$ cat config.mk
export PLATFORM = sky130hd
export DESIGN_NAME = score_logger_flat
export DESIGN_NICKNAME = d
export VERILOG_FILES = /design/src/rtl/score_logger_pkg.sv /design/src/rtl/score_logger_if.sv /design/src/rtl/score_logger_edge.sv /design/src/rtl/score_logger.sv /design/src/flat_wrapper.sv
export SDC_FILE = /design/constraint.sdc
export NUM_CORES = 1
export LEC_CHECK = 0
export ABC_AREA = 1
export CAP_MARGIN = 30
export CORE_AREA = 2 2 67 69
export CTS_CLUSTER_SIZE = 10
export DETAILED_ROUTE_END_ITERATION = 6
export DIE_AREA = 0 0 69 71
export PLACE_DENSITY = 0.87
export SYNTH_ARGS = -nofsm -noshare
export SYNTH_HDL_FRONTEND = slang
export SYNTH_SLANG_ARGS = --single-unit
$ cat constraint.sdc
create_clock -name clock -period 2.9 [get_ports clock]
set_clock_uncertainty 0.15 [all_clocks]
set_input_delay 0.435 -clock clock [delete_from_list [all_inputs] [get_ports clock]]
set_output_delay 0.435 -clock clock [all_outputs]
set_load 0.1 [all_outputs]
$ cat src/rtl/score_logger_pkg.sv
// Shared constants, state type and score helper for the game-over score logger.
package score_log_pkg;

    localparam int DEPTH     = 32;   // score slots, power of two
    localparam int ADDR_W    = 5;    // log2(DEPTH)
    localparam int SCORE_W   = 10;   // score / memory data width
    localparam int MAX_SCORE = 999;  // score saturation value

    typedef enum logic [1:0] {
        CLEAR,
        PLAY,
        WRITE,
        HOLD
    } log_state_t;

    // Increment a score, sticking at MAX_SCORE.
    function automatic logic [SCORE_W-1:0] sat_inc(input logic [SCORE_W-1:0] s);
        if (s >= SCORE_W'(MAX_SCORE)) begin
            return SCORE_W'(MAX_SCORE);
        end
        return s + 1'b1;
    endfunction

endpackage

$ cat src/rtl/score_logger_if.sv
// Synchronous write port of the score memory (address/data/wren).
interface score_logger_if;
    import score_log_pkg::*;

    logic [ADDR_W-1:0]  address;
    logic [SCORE_W-1:0] data;
    logic               wren;

    modport master (output address, output data, output wren);
    modport slave  (input  address, input  data, input  wren);

endinterface

$ cat src/rtl/score_logger_edge.sv
// Rising-edge detector; the previous value resets to 1 so a level already
// high when reset releases does not look like a fresh edge.
module rising_edge_detect (
    input  logic clock,
    input  logic reset_n,
    input  logic sig,
    output logic rise
);

    logic prev_d;
    logic prev_q;

    // Next previous-value is simply the current input.
    always_comb begin
        prev_d = sig;
    end

    // Register the previous value of the input.
    always_ff @(posedge clock) begin
        if (!reset_n) begin
            prev_q <= 1'b1;
        end else begin
            prev_q <= prev_d;
        end
    end

    assign rise = sig & ~prev_q;

endmodule

$ cat src/rtl/score_logger.sv
// score_logger: accumulates the running score, writes each final score into a
// circular slot of the score memory on game over, and zeroes the whole memory
// after reset. Optional macro SCORE_LOGGER_SKIP_ZERO_EN suppresses logging of
// games that end with a score of zero.
module score_logger
    import score_log_pkg::*;
(
    input  logic                clock,
    input  logic                reset_n,
    input  logic                point,
    input  logic                game_over,
    score_logger_if.master      mem,
    output logic [SCORE_W-1:0]  score,
    output logic [ADDR_W:0]     entries,
    output logic                busy
);

    logic go_rise;

    rising_edge_detect u_go_edge (
        .clock   (clock),
        .reset_n (reset_n),
        .sig     (game_over),
        .rise    (go_rise)
    );

    log_state_t         state_d,    state_q;
    logic [ADDR_W-1:0]  clr_addr_d, clr_addr_q;
    logic [ADDR_W-1:0]  wr_ptr_d,   wr_ptr_q;
    logic [ADDR_W:0]    entries_d,  entries_q;
    logic [SCORE_W-1:0] score_d,    score_q;
    logic               pending_d,  pending_q;
    logic               wren_d,     wren_q;
    logic [ADDR_W-1:0]  address_d,  address_q;
    logic [SCORE_W-1:0] data_d,     data_q;
    logic               busy_d,     busy_q;
    logic [SCORE_W-1:0] score_next;
    logic               do_write;

    // Next-state and next-output logic; the write strobe is prepared on the
    // PLAY->WRITE transition so wren is visible right after the game-over edge.
    always_comb begin
        state_d    = state_q;
        clr_addr_d = clr_addr_q;
        wr_ptr_d   = wr_ptr_q;
        entries_d  = entries_q;
        score_d    = score_q;
        pending_d  = pending_q;
        wren_d     = 1'b0;
        address_d  = address_q;
        data_d     = data_q;
        busy_d     = busy_q;
        score_next = point ? sat_inc(score_q) : score_q;
        do_write   = 1'b1;

        case (state_q)
            CLEAR: begin
                wren_d     = 1'b1;
                address_d  = clr_addr_q;
                data_d     = '0;
                clr_addr_d = clr_addr_q + 1'b1;
                if (go_rise) begin
                    pending_d = 1'b1;
                end
                if (clr_addr_q == ADDR_W'(DEPTH - 1)) begin
                    state_d = PLAY;
                    busy_d  = 1'b0;
                end
            end
            PLAY: begin
                score_d = score_next;
                if (go_rise || pending_q) begin
`ifdef SCORE_LOGGER_SKIP_ZERO_EN
                    do_write = (score_next != '0);
`endif
                    if (do_write) begin
                        state_d   = WRITE;
                        wren_d    = 1'b1;
                        address_d = wr_ptr_q;
                        data_d    = score_next;
                    end else begin
                        state_d   = HOLD;
                        pending_d = 1'b0;
                    end
                end
            end
            WRITE: begin
                wr_ptr_d  = wr_ptr_q + 1'b1;
                entries_d = (entries_q == (ADDR_W + 1)'(DEPTH)) ? entries_q
                                                                  : entries_q + 1'b1;
                pending_d = 1'b0;
                state_d   = HOLD;
            end
            HOLD: begin
                if (!game_over) begin
                    score_d = '0;
                    state_d = PLAY;
                end
            end
            default: begin
                state_d = CLEAR;
            end
        endcase
    end

    // State and registered outputs; reset restarts the sweep and drops the log.
    always_ff @(posedge clock) begin
        if (!reset_n) begin
            state_q    <= CLEAR;
            clr_addr_q <= '0;
            wr_ptr_q   <= '0;
            entries_q  <= '0;
            score_q    <= '0;
            pending_q  <= 1'b0;
            wren_q     <= 1'b0;
            address_q  <= '0;
            data_q     <= '0;
            busy_q     <= 1'b1;
        end else begin
            state_q    <= state_d;
            clr_addr_q <= clr_addr_d;
            wr_ptr_q   <= wr_ptr_d;
            entries_q  <= entries_d;
            score_q    <= score_d;
            pending_q  <= pending_d;
            wren_q     <= wren_d;
            address_q  <= address_d;
            data_q     <= data_d;
            busy_q     <= busy_d;
        end
    end

    assign mem.wren    = wren_q;
    assign mem.address = address_q;
    assign mem.data    = data_q;
    assign score       = score_q;
    assign entries     = entries_q;
    assign busy        = busy_q;

endmodule

$ cat src/flat_wrapper.sv
// flat-port wrapper written by rule: the top's interface ports become plain ports
module score_logger_flat import score_log_pkg::*;
  (clock, reset_n, point, game_over, score, entries, busy, mem_address, mem_data, mem_wren);
  score_logger_if mem_i ();
  input  logic clock;
  input  logic reset_n;
  input  logic point;
  input  logic game_over;
  output logic [SCORE_W-1:0] score;
  output logic [ADDR_W:0] entries;
  output logic busy;
  output wire logic [$bits(mem_i.address)-1:0] mem_address;
  output wire logic [$bits(mem_i.data)-1:0] mem_data;
  output wire logic [$bits(mem_i.wren)-1:0] mem_wren;
  assign mem_address = mem_i.address;
  assign mem_data = mem_i.data;
  assign mem_wren = mem_i.wren;
  score_logger u_core (.clock(clock), .reset_n(reset_n), .point(point), .game_over(game_over), .mem(mem_i), .score(score), .entries(entries), .busy(busy));
endmodule
Word-level counts from Yosys, hierarchy flattened
Cells that the tools add are included.
{ "word_totals": {"register_bits": 47, "latch_bits": 0, "mem_bits_rw": 0, "mem_bits_ro": 0, "in_bits": 4, "mem_count": 0} }
{ "op_classes": {"n_addsub": 4, "multipliers": 0, "div": 0, "magnitude_cmp": 1, "n_eq_ne": 9, "n_shift": 0, "mux": 18, "bitwise": 3, "reduce_logical": 11} }
{ "ops": {"columns": ["cell", "n"], "rows": [
  ["$mux 10", 5],
  ["$pmux 10 s2", 2],
  ["$add 10x1->10 const B", 1],
  ["$add 5x1->5 const B", 2],
  ["$ge 10x10->1 const B", 1],
  ["$pmux 5 s2", 1],
  ["$reduce_and 2->1", 5],
  ["$pmux 2 s4", 1],
  ["$add 6x1->6 const B", 1],
  ["$eq 6x6->1 const B", 1],
  ["$mux 2", 3],
  ["$ne 2x1->1 const B", 3],
  ["$reduce_bool 2->1", 3],
  ["$eq 5x5->1 const B", 1],
  ["$mux 5", 1],
  ["$eq 2x2->1 const B", 2],
  ["$pmux 1 s2", 2],
  ["$mux 1", 3],
  ["$reduce_and 3->1", 1],
  ["$eq 2x1->1 const B", 1],
  ["$logic_not 2->1", 1],
  ["$ne 2x2->1 const B", 1],
  ["$not 1->1", 2],
  ["$and 1x1->1", 1],
  ["$logic_or 1x1->1", 1]
]} }

Longest topological paths before layout
Gate-level depths: netlist of run 1.
{ "depth": {"ltp_word": 6, "ltp_mapped": 9, "ltp_nobuf": 9} }

Modules after synthesis
From an unflattened synthesis of run 1, not the netlist that was laid out.
{ "unflattened": {"hier_cells": 310, "area_unflattened_um2": 2307.2} }
{ "modules_own_cells": {"columns": ["mod", "instances", "cells_each", "area_each_um2"], "rows": [
  ["score_logger", 1, 306, 2273.4],
  ["rising_edge_detect", 1, 4, 33.8]
]} }

Worst setup path before layout of run 1
No wires, ideal clock.
{ "synth_path": {"path_kind": "register to register", "startpoint": "register u_core.entries_q[0], in the netlist u_core.entries[0]", "endpoint": "register u_core.entries_q[4], in the netlist u_core.entries[4]", "setup_ns": 0.130, "arrival_time_ns": 2.004, "required_time_ns": 2.620, "setup_slack_ns": 0.615, "stages_incl_launch_ff": 9, "path_buffers": 0, "path_cell_list": "dfxtp_1 -> inv_1 -> ha_1 -> nand3_1 -> nand2_1 -> nor3_2 -> nand3_1 -> nand2_1 -> nor2_1"} }
{ "synth_between": {"elab_chain_len": 3} }
{ "synth_lines": {"columns": ["element", "line", "rtl"], "rows": [
  ["from (decl)", "score_logger.sv:30", "logic [ADDR_W:0] entries_d, entries_q;"],
  ["from (signal assigned)", "score_logger.sv:123", "entries_q <= entries_d;"],
  ["parallel branches: the longest is 3 deep, another holds $add 6x1->6", null, null]
]} }
Parallel ways; which one is timed is not known.
A chain may end at the register's enable or synchronous reset.

Final worst setup path of run 1
{ "layout_path": {"startpoint": "register u_core.state_q[0]", "endpoint": "register u_core.data_q[7], in the netlist u_core.mem.data[7]"} }
{ "layout_between": {"elab_chain_len": 3} }
{ "layout_lines": {"columns": ["element", "line", "rtl"], "rows": [
  ["from (decl)", "score_logger.sv:27", "log_state_t state_d, state_q;"],
  ["from (signal assigned)", "score_logger.sv:120", "state_q <= state_d;"],
  ["$eq 2x1->1 / $logic_not 2->1 (equally long branches)", "score_logger.sv:56", "case (state_q)"],
  ["$ne 2x1->1 (no source line) / $reduce_bool 2->1 (equally long branches)", null, null],
  ["$reduce_and 2->1 (no source line)", null, null],
  ["to (signal assigned)", "score_logger.sv:128", "data_q <= data_d;"],
  ["to (decl)", "score_logger.sv:35", "logic [SCORE_W-1:0] data_d, data_q;"]
]} }
Parallel ways exist; a longest one is shown, timed or not.

==> metrics.csv, run 1 <==
stage,metric,value,unit
outcome,outcome,"finished, final reports clean",
clocking,worst-skew pair later-pin latency,0.30,ns
power_and_ir_drop,Max IR drop VDD,0.5799,mV
grt,GR Overflow Total,0,
sta,Worst slew margin,61.85,%
routing,Starting DRT DRC Count,89,
grt,largest net degree at the start of global routing,25,
sta,RSZ-0062 raised after global routing,false,
synth,Post-synth EDFFs,0,
critical_path,crit-path max FO,23,
clocking,CTS tree,built,
power_and_ir_drop,Pwr per Cell Area,872.7,nW/um2
placement,DP HPWL,3579,um
critical_path,crit end category,flop,
clocking,Root Driver,clkbuf_8,
synth,Syn. warnings,0,
synth,ranking of synthesized cells by area,"dfxtp_1 (40%), nand2_1 (9.8%), a21oi_1 (6.2%)",
floorplanning,Ports,37,
synth,largest family of logic cells by synthesized area,simple AND/OR/NAND/NOR gates,
sta,Final Hold Vio Count,0,
synth,mux share of post-synthesis cell area,0,%
synth,area share of fa/ha/maj cells after synthesis,5.898,%
synth,sequential element share of the synthesized area,40.32,%
synth,Synth Area in XOR/XNOR,0.7507,%
final_layout,layout net count,361,
sta,Tightest Pin Transition,0.5700,ns
clocking,CTS buffer count,5,
critical_path,crit path DAT,2.16,ns
clocking,# Post-CTS Setup Buffers,0,
synth,"Distinct cells, synth",34,
placement,# port buffers,36,
hold_path,Worst Hold Class,reg -> reg,
floorplanning,Chip Height,71,um
floorplanning,Die X,69,um
routing,WL per Instance,12.23,um
grt,number of global-route vias before repair,2037,
grt,met1 usage,25.11,%
sta,fin crit share,73.12,%
floorplanning,Core Area,4204,um2
synth,syn_nets,325,
clocking,cts repair resizes,0,
power_and_ir_drop,Leak,1.136,nW
sta,setup TNS,0,ns
final_layout,ratio of cells with drive above 1 in the final layout,17.87,%
clocking,CTS max path bufs,2,
synth,most frequent cell after synthesis,nand2_1,
final_layout,Non-Filler Instances,399,
grt,GRT Total Usage,21.50,%
routing,Routed Antenna Nets,0,
routing,drt pass-1 iters,4,
final_layout,Final Core Density,64.55,%
final_layout,P&R area growth vs syn,16.30,%
synth,synth cell count leaders,"nand2_1 (61), dfxtp_1 (47), inv_1 (35)",
grt,initial antenna violation count,0,
placement,placed insts,391,
critical_path,Startpoint Class,flop,
clocking,hold bufs inserted after CTS,0,
synth,syn_area_per_cell,7.527,um2
synth,async set-reset flop share out of synthesis,0,%
sta,Final Setup Violations,0,
grt,grt met3 use,4.986,%
placement,post-placement setup slack,0.6984,ns
routing,Vias/cell,5.421,
grt,grt met2 use,38.57,%
synth,largest area contributor in the netlist,dfxtp_1,
routing,final wirelength,4880,um
run,max-cap viol count,0,
synth,complex-gate fraction of the synthesized area,16.68,%
floorplanning,Starting Density,55.51,%
critical_path,WS Path Type,reg -> reg,
sta,final setup margin,0.7796,ns
routing,DR vias,2163,
critical_path,worst path required time,2.93,ns
grt,Top Usage Layer GRT,met2,
clocking,H-tree depth,2,
routing,# DRC,0,
sta,Final Slew Violations,0,
floorplanning,full die area,4899,um2
floorplanning,FP Rows,24,
synth,share of the synthesized area in the top cell type,40.32,%
sta,fin crit period,2.120,ns
placement,GP Congestion,0.8287,
final_layout,ANT cells,0,
synth,Main synth FF type,dfxtp_1,
synth,cell count after synthesis,310,
clocking,Worst-path clk slew,0.08,ns
synth,synthesized area,2333,um2
sta,FMAX,0.4716,GHz
synth,Synth Area in Simple Gates,27.24,%
grt,first-pass GRT wire length,8604,um
clocking,clk sinks,47,
synth,Seq cells post-synth,47,
==> per-layer routing <==
| layer | vias up | share of wire, % |
|---|---|---|
| met3 | 4 | 4.4 |
| li1 | 1104 | - |
| met2 | 57 | 50 |
| met1 | 998 | 44 |
| met5 | - | 0 |
| met4 | 0 | 1.3 |
==> registers in the layout (all words and copies together), names as in the netlist <==
signal / flops
u_core.mem.address: 5
u_core.u_go_edge.prev_q: 1
u_core.entries: 6
u_core.wr_ptr_q: 5
u_core.score: 10
u_core.clr_addr_q: 5
u_core.mem.wren: 1
u_core.state_q: 2
u_core.busy: 1
u_core.mem.data: 10
u_core.pending_q: 1
==> final timing paths <==
check,cells past startpoint,start,slack [ns],end
min,2,u_core.busy,0.31,u_core.busy
max reg2reg,7,u_core.state_q[0],0.78,u_core.mem.data[7]
max,7,u_core.state_q[0],0.78,u_core.mem.data[7]
min reg2reg,2,u_core.busy,0.31,u_core.busy
==> through the flow <==
stage	power, W	area [um2]	hold slack, ns
3_3_place_gp	0.001984	2633	0.2839
4_1_cts	0.002383	2714	0.3126
5_1_grt	0.002517	2714	0.3343
2_1_floorplan	0.001826	2333	0.3017
3_5_place_dp	0.002009	2633	0.2986
6_report	0.002368	2714	0.3056
==> area by class of cell <==
cell class | count | area [um2]
fill | 370 | 1490
clock inverter | 1 | 5.005
inverter | 39 | 146.4
tap | 52 | 65.06
sequential | 47 | 940.9
clock buffer | 7 | 76.32
multi-input combinational | 214 | 1180
timing repair buffer | 39 | 300.3
==> cells by family (layout without fill, tap and decap cells) <==
group	count (synthesis)	in the layout
compound gates	67	67
xor+xnor	2	2
fa+ha+maj	11	11
buf+inv	49	86
flops	47	47
simple gates	134	134
==> layout by cell type (no fill, tap or decap), types with 6 or more instances in the layout <==
| cell type | Yosys | final |
|---|---|---|
| nand2_1 | 61 | 61 |
| ha_1 | 11 | 11 |
| o21ai_0 | 16 | 16 |
| dfxtp_1 | 47 | 47 |
| a21oi_1 | 29 | 29 |
| inv_1 | 35 | 35 |
| nor3_1 | 12 | 12 |
| nor2_1 | 19 | 19 |
| buf_4 | 1 | 36 |
| a31oi_1 | 6 | 6 |
| o21ai_1 | 6 | 6 |
| nand3_1 | 26 | 26 |
==> power by group <==
part	leakage, nW	internal [W]	total, W	switching (W)
logic	0.712	0.000254	0.00115	0.000894
clock network	0.0422	0.000169	0.000373	0.000203
registers	0.383	0.000758	0.000847	0.0000898
==> worst max-delay path, stage by stage (launching register included) <==
cell and delay (ns):
dfxtp_1 0.35, inv_1 0.11, ha_1 0.31, inv_2 0.14, o21ai_4 0.51, inv_1 0.24, nand2_1 0.13, a21oi_2 0.06
Note: power is estimated with default switching activity, not from simulation.
==> run 2, diff against run 1 <==
CORE_AREA = 2 2 70 72   (was 2 2 67 69)
DIE_AREA = 0 0 72 74   (was 0 0 69 71)
PLACE_DENSITY = 0.81   (was 0.87)
clock period = 2 ns   (was 2.9 ns; I/O delays follow)
==> run 2 against run 1 <==
Against the previous run:
- total power increased by 53%
- largest cell class unchanged
- sequential power is 45% higher
- first-iteration DRC count up 90%
- die area rose by 8.8%
- maximum frequency is 17% higher
- flip-flop and latch count unchanged
- cell area rose by 5.6%
- global-route usage shrank 1.6 points
- register-to-register slack worse by 0.59 ns
- final cell count increased by 2.0%
==> metrics.csv, run 2 (same netlist as run 1, synthesis figures left out) <==
stage,metric,value,unit
floorplanning,Starting Density,50.75,%
clocking,CTS max path bufs,2,
critical_path,Setup crit end,u_core.mem.address[4],
sta,setup TNS,0,ns
critical_path,r2r endpoint,u_core.mem.address[4],
placement,DP HPWL,3679,um
placement,GP Congestion,0.8103,
power_and_ir_drop,Leak,1.195,nW
clocking,CTS tree,built,
final_layout,ANT cells,0,
critical_path,Worst R2R Setup Slack,0.19,ns
floorplanning,Core Area,4598,um2
final_layout,ratio of cells with drive above 1 in the final layout,22.10,%
sta,FMAX,0.5515,GHz
routing,drt pass-1 iters,4,
routing,# DRC,0,
sta,Worst slew margin,77.94,%
clocking,hold bufs inserted after CTS,0,
critical_path,worst path required time,2.08,ns
clocking,# Post-CTS Setup Buffers,0,
grt,first-pass GRT wire length,8438,um
clocking,CTS buffer count,5,
routing,WL per Instance,12.36,um
power_and_ir_drop,Pwr per Cell Area,1263,nW/um2
power_and_ir_drop,Max IR drop VDD,0.6313,mV
sta,Final Setup Violations,0,
critical_path,Startpoint Class,flop,
clocking,worst-skew pair later-pin latency,0.30,ns
routing,Routed Antenna Nets,0,
clocking,cts repair resizes,0,
placement,Placed Area,2766,um2
sta,RSZ-0062 raised after global routing,false,
final_layout,layout net count,367,
final_layout,P&R area growth vs syn,22.84,%
critical_path,crit path DAT,1.89,ns
sta,Final Hold Vio Count,0,
grt,number of global-route vias before repair,1933,
floorplanning,FP Rows,25,
floorplanning,full die area,5328,um2
outcome,outcome,"finished, final reports clean",
floorplanning,Die X,72,um
grt,GR Overflow Total,0,
placement,# port buffers,36,
critical_path,WS Path Type,reg -> reg,
grt,GRT Total Usage,19.89,%
final_layout,most frequent cells in the layout,"nand2_1 (61), dfxtp_1 (38), buf_4 (36), inv_1 (35), a21oi_1 (29)",
floorplanning,Ports,37,
clocking,clk sinks,47,
routing,final wirelength,5032,um
routing,Starting DRT DRC Count,169,
routing,Vias/cell,5.310,
final_layout,design area,2867,um2
sta,Tightest Pin Transition,0.3226,ns
sta,fin crit period,1.813,ns
sta,fin crit share,90.65,%
critical_path,depth of the most critical reg-to-reg path,7,
hold_path,Worst Hold Class,reg -> reg,
grt,initial antenna violation count,0,
final_layout,Final Core Density,62.34,%
critical_path,Worst R2R Start,u_core.state_q[1],
grt,largest net degree at the start of global routing,21,
routing,DR vias,2161,
clocking,Root Driver,clkbuf_8,
critical_path,crit-path max FO,14,
sta,Final Slew Violations,0,
run,max-cap viol count,0,
critical_path,Critical Path Source,u_core.state_q[1],
floorplanning,Chip Height,74,um
critical_path,crit end category,flop,
clocking,Worst-path clk slew,0.08,ns
clocking,H-tree depth,2,
final_layout,"most common cell after layout, fill and taps aside",nand2_1,
run 2: cell count changes in the layout (fill, tap and decap cells not counted):
cell      change
dfxtp_2       +9
clkinv_2      -1
buf_12        +6
clkbuf_8      +2
dfxtp_1       -9
clkbuf_1      -1
run 2: worst min-delay path by stage:
stage                         endpoint        start  cells after the start
6_report                   u_core.busy  u_core.busy                      2
5_1_grt                    u_core.busy  u_core.busy                      2
4_1_cts                    u_core.busy  u_core.busy                      2
3_5_place_dp               u_core.busy  u_core.busy                      2
3_3_place_gp               u_core.busy  u_core.busy                      2
2_1_floorplan  u_core.u_go_edge.prev_q    game_over                      1
run 2: report_power, final:
part           switching, W  total, W  internal (W)  leakage [nW]
registers          0.000131   0.00123       0.00110         0.387
clock network      0.000310  0.000626      0.000316        0.0515
logic               0.00133   0.00176      0.000433         0.756
total               0.00177   0.00362       0.00185          1.19
run 2: metrics by stage:
| stage | power [W] | setup slack (ns) | hold WS [ns] | cells |
|---|---|---|---|---|
| floorplan | 0.002652 | 0.0007641 | 0.2566 | 310 |
| global placement | 0.002987 | 0.1248 | 0.2935 | 399 |
| detailed placement | 0.003014 | 0.09059 | 0.2926 | 399 |
| CTS | 0.003632 | 0.1794 | 0.3104 | 407 |
| global route | 0.003821 | 0.03774 | 0.3358 | 407 |
| finish | 0.003622 | 0.1869 | 0.3093 | 407 |
run 2: final cells by class:
type                            instances  area, um2
Clock buffer                            8      100.1
Fill cell                             407       1732
Inverter                               39      146.4
Multi-Input combinational cell        214       1180
Sequential cell                        47      952.2
Tap cell                               54      67.56
Timing Repair Buffer                   45      420.4
run 2: layer usage:
layer	GRT usage [%]	vias up	share of wire [%]
li1	-	1109	-
met2	32.61	64	46
met4	7.966	0	0.93
met3	3.388	6	5.9
met1	26.35	982	47
met5	0	-	0
run 2: critical path: stages (launching register included):
cell and delay (ns):
dfxtp_1 0.34, inv_1 0.13, ha_1 0.32, inv_2 0.13
o21ai_4 0.18, buf_4 0.21, o21ai_0 0.11, a31oi_1 0.17
==> run 3, diff against run 2 <==
PLACE_DENSITY = 0.77   (was 0.81)
==> run 3 against run 2 <==
Against the previous run:
- global-route usage grew 1.2 points
- register-to-register slack gained 0.08 ns
- hold slack lost 0.0087 ns
- clock power grew 8.8%
- critical path depth is the same
- core utilization grew 0.38 points
- die area is the same
- flip-flop and latch count is the same
- wire length grew 4.1%
- sequential power is essentially flat
- non-clock buffer count grew 2
- largest power group unchanged
==> metrics.csv, run 3 (same netlist as run 1, synthesis figures left out) <==
stage,metric,value,unit
outcome,outcome,"finished, final reports clean",
final_layout,"most common cell after layout, fill and taps aside",nand2_1,
sta,Hold Slack,0.3005,ns
critical_path,crit-path max FO,5,
hold_path,Worst Hold Class,reg -> reg,
sta,FMAX,0.5775,GHz
sta,Worst slew margin,77.90,%
clocking,worst-skew pair later-pin latency,0.30,ns
critical_path,crit end category,flop,
critical_path,crit path DAT,1.76,ns
floorplanning,Starting Density,50.75,%
critical_path,Worst R2R Setup Slack,0.27,ns
critical_path,WS Path Type,reg -> reg,
critical_path,"Critical Path, Cell by Cell",ha_1 -> inv_1 -> nor3_1 -> ha_1 -> o211ai_1 -> o21ai_0 -> a21oi_1,
critical_path,Critical Path Source,u_core.clr_addr_q[1],
clocking,clk sinks,47,
routing,Starting DRT DRC Count,171,
final_layout,ANT cells,0,
critical_path,r2r endpoint,u_core.state_q[0],
power_and_ir_drop,Max IR drop VDD,0.8223,mV
placement,# port buffers,36,
critical_path,Worst R2R Start,u_core.clr_addr_q[1],
critical_path,Startpoint Class,flop,
sta,Final Hold Vio Count,0,
sta,Final Setup Violations,0,
routing,Routed Antenna Nets,0,
floorplanning,Chip Height,74,um
clocking,Worst-path clk slew,0.08,ns
final_layout,most frequent cells in the layout,"nand2_1 (61), buf_4 (38), dfxtp_1 (38), inv_1 (35), a21oi_1 (29)",
routing,# DRC,0,
power_and_ir_drop,total power,0.003719,W
floorplanning,FP Rows,25,
grt,number of global-route vias before repair,1986,
sta,Final Slew Violations,0,
clocking,Root Driver,clkbuf_8,
critical_path,largest stage delay on the critical path,0.42,ns
critical_path,worst path required time,2.03,ns
sta,setup TNS,0,ns
critical_path,Setup crit end,u_core.state_q[0],
grt,GR Overflow Total,0,
routing,DR vias,2167,
run,max-cap viol count,0,
power_and_ir_drop,Leak,1.204,nW
placement,GP Congestion,0.8547,
floorplanning,Ports,37,
routing,Vias/cell,5.311,
grt,largest net degree at the start of global routing,21,
clocking,cts repair resizes,0,
critical_path,"Slowest-stage cell, CP",dfxtp_1,
floorplanning,full die area,5328,um2
clocking,CTS max path bufs,2,
floorplanning,Core Area,4598,um2
clocking,CTS tree,built,
clocking,H-tree depth,2,
sta,fin crit share,86.57,%
placement,DP HPWL,3752,um
routing,final wirelength,5238,um
sta,Tightest Pin Transition,0.3232,ns
critical_path,Most common cell on crit path,ha_1,
grt,GRT Total Usage,21.08,%
clocking,CTS buffer count,5,
routing,drt pass-1 iters,4,
grt,initial antenna violation count,0,
clocking,hold bufs inserted after CTS,0,
critical_path,depth of the most critical reg-to-reg path,7,
routing,WL per Instance,12.84,um
sta,fin crit period,1.731,ns
final_layout,layout net count,369,
sta,RSZ-0062 raised after global routing,false,
floorplanning,Die X,72,um
clocking,# Post-CTS Setup Buffers,0,
final_layout,ratio of cells with drive above 1 in the final layout,22.32,%
power_and_ir_drop,Pwr per Cell Area,1290,nW/um2
grt,first-pass GRT wire length,8914,um
final_layout,P&R area growth vs syn,23.59,%
[run 3: cell count changes in the layout (fill, tap and decap cells not counted)]
cell       before  now
buf_4          36   38
bufinv_16       0    1
clkbuf_8        7    5
[run 3: power breakdown]
part / leakage [nW] / total (W) / internal [W] / switching, W
Sequential: 0.387 / 0.00123 / 0.00110 / 0.000132
Combinational: 0.766 / 0.00180 / 0.000457 / 0.00135
Clock: 0.0513 / 0.000681 / 0.000367 / 0.000315
Total: 1.20 / 0.00372 / 0.00193 / 0.00179
[run 3: critical path, delay by kind of cell, from the launching register on]
kind | cells | cell delay (ns)
fa+ha+maj | 2 | 0.41
buf+inv | 1 | 0.06
flops | 1 | 0.42
compound gates | 3 | 0.43
simple gates | 1 | 0.14
[run 3: layout make-up]
cell class | count | area, um2
tap | 54 | 67.56
sequential | 47 | 952.2
fill | 405 | 1714
clock inverter | 1 | 30.03
multi-input combinational | 214 | 1180
timing repair buffer | 47 | 435.4
clock buffer | 6 | 72.57
inverter | 39 | 146.4
[run 3: metal layers]
layer | vias up | global-route usage (%) | routed length, um
met2 | 47 | 33.74 | 2356
met4 | 0 | 7.966 | 85
met3 | 10 | 4.336 | 175
met1 | 991 | 28.31 | 2621
met5 | - | 0 | 0
li1 | 1119 | - | -
[run 3: worst min-delay path by stage]
stage,from,to,depth (start not counted),slack (ns)
after floorplan,game_over,u_core.u_go_edge.prev_q,1,0.26
after global placement,u_core.busy,u_core.busy,2,0.29
after detailed placement,u_core.busy,u_core.busy,2,0.29
after CTS,u_core.busy,u_core.busy,2,0.30
after global routing,u_core.busy,u_core.busy,2,0.33
final,u_core.busy,u_core.busy,2,0.30
[run 3: per-stage QoR]
stage / cells / cell area, um2 / worst slack [ns] / utilization [%]
final: 408 / 2884 / 0.2685 / 62.72
after global placement: 401 / 2781 / 0.1236 / 60.49
after floorplan: 310 / 2345 / 0.0007641 / -
after CTS: 408 / 2884 / 0.2875 / 62.72
after global routing: 408 / 2884 / 0.1084 / 62.72
after detailed placement: 401 / 2781 / 0.07644 / 60.49
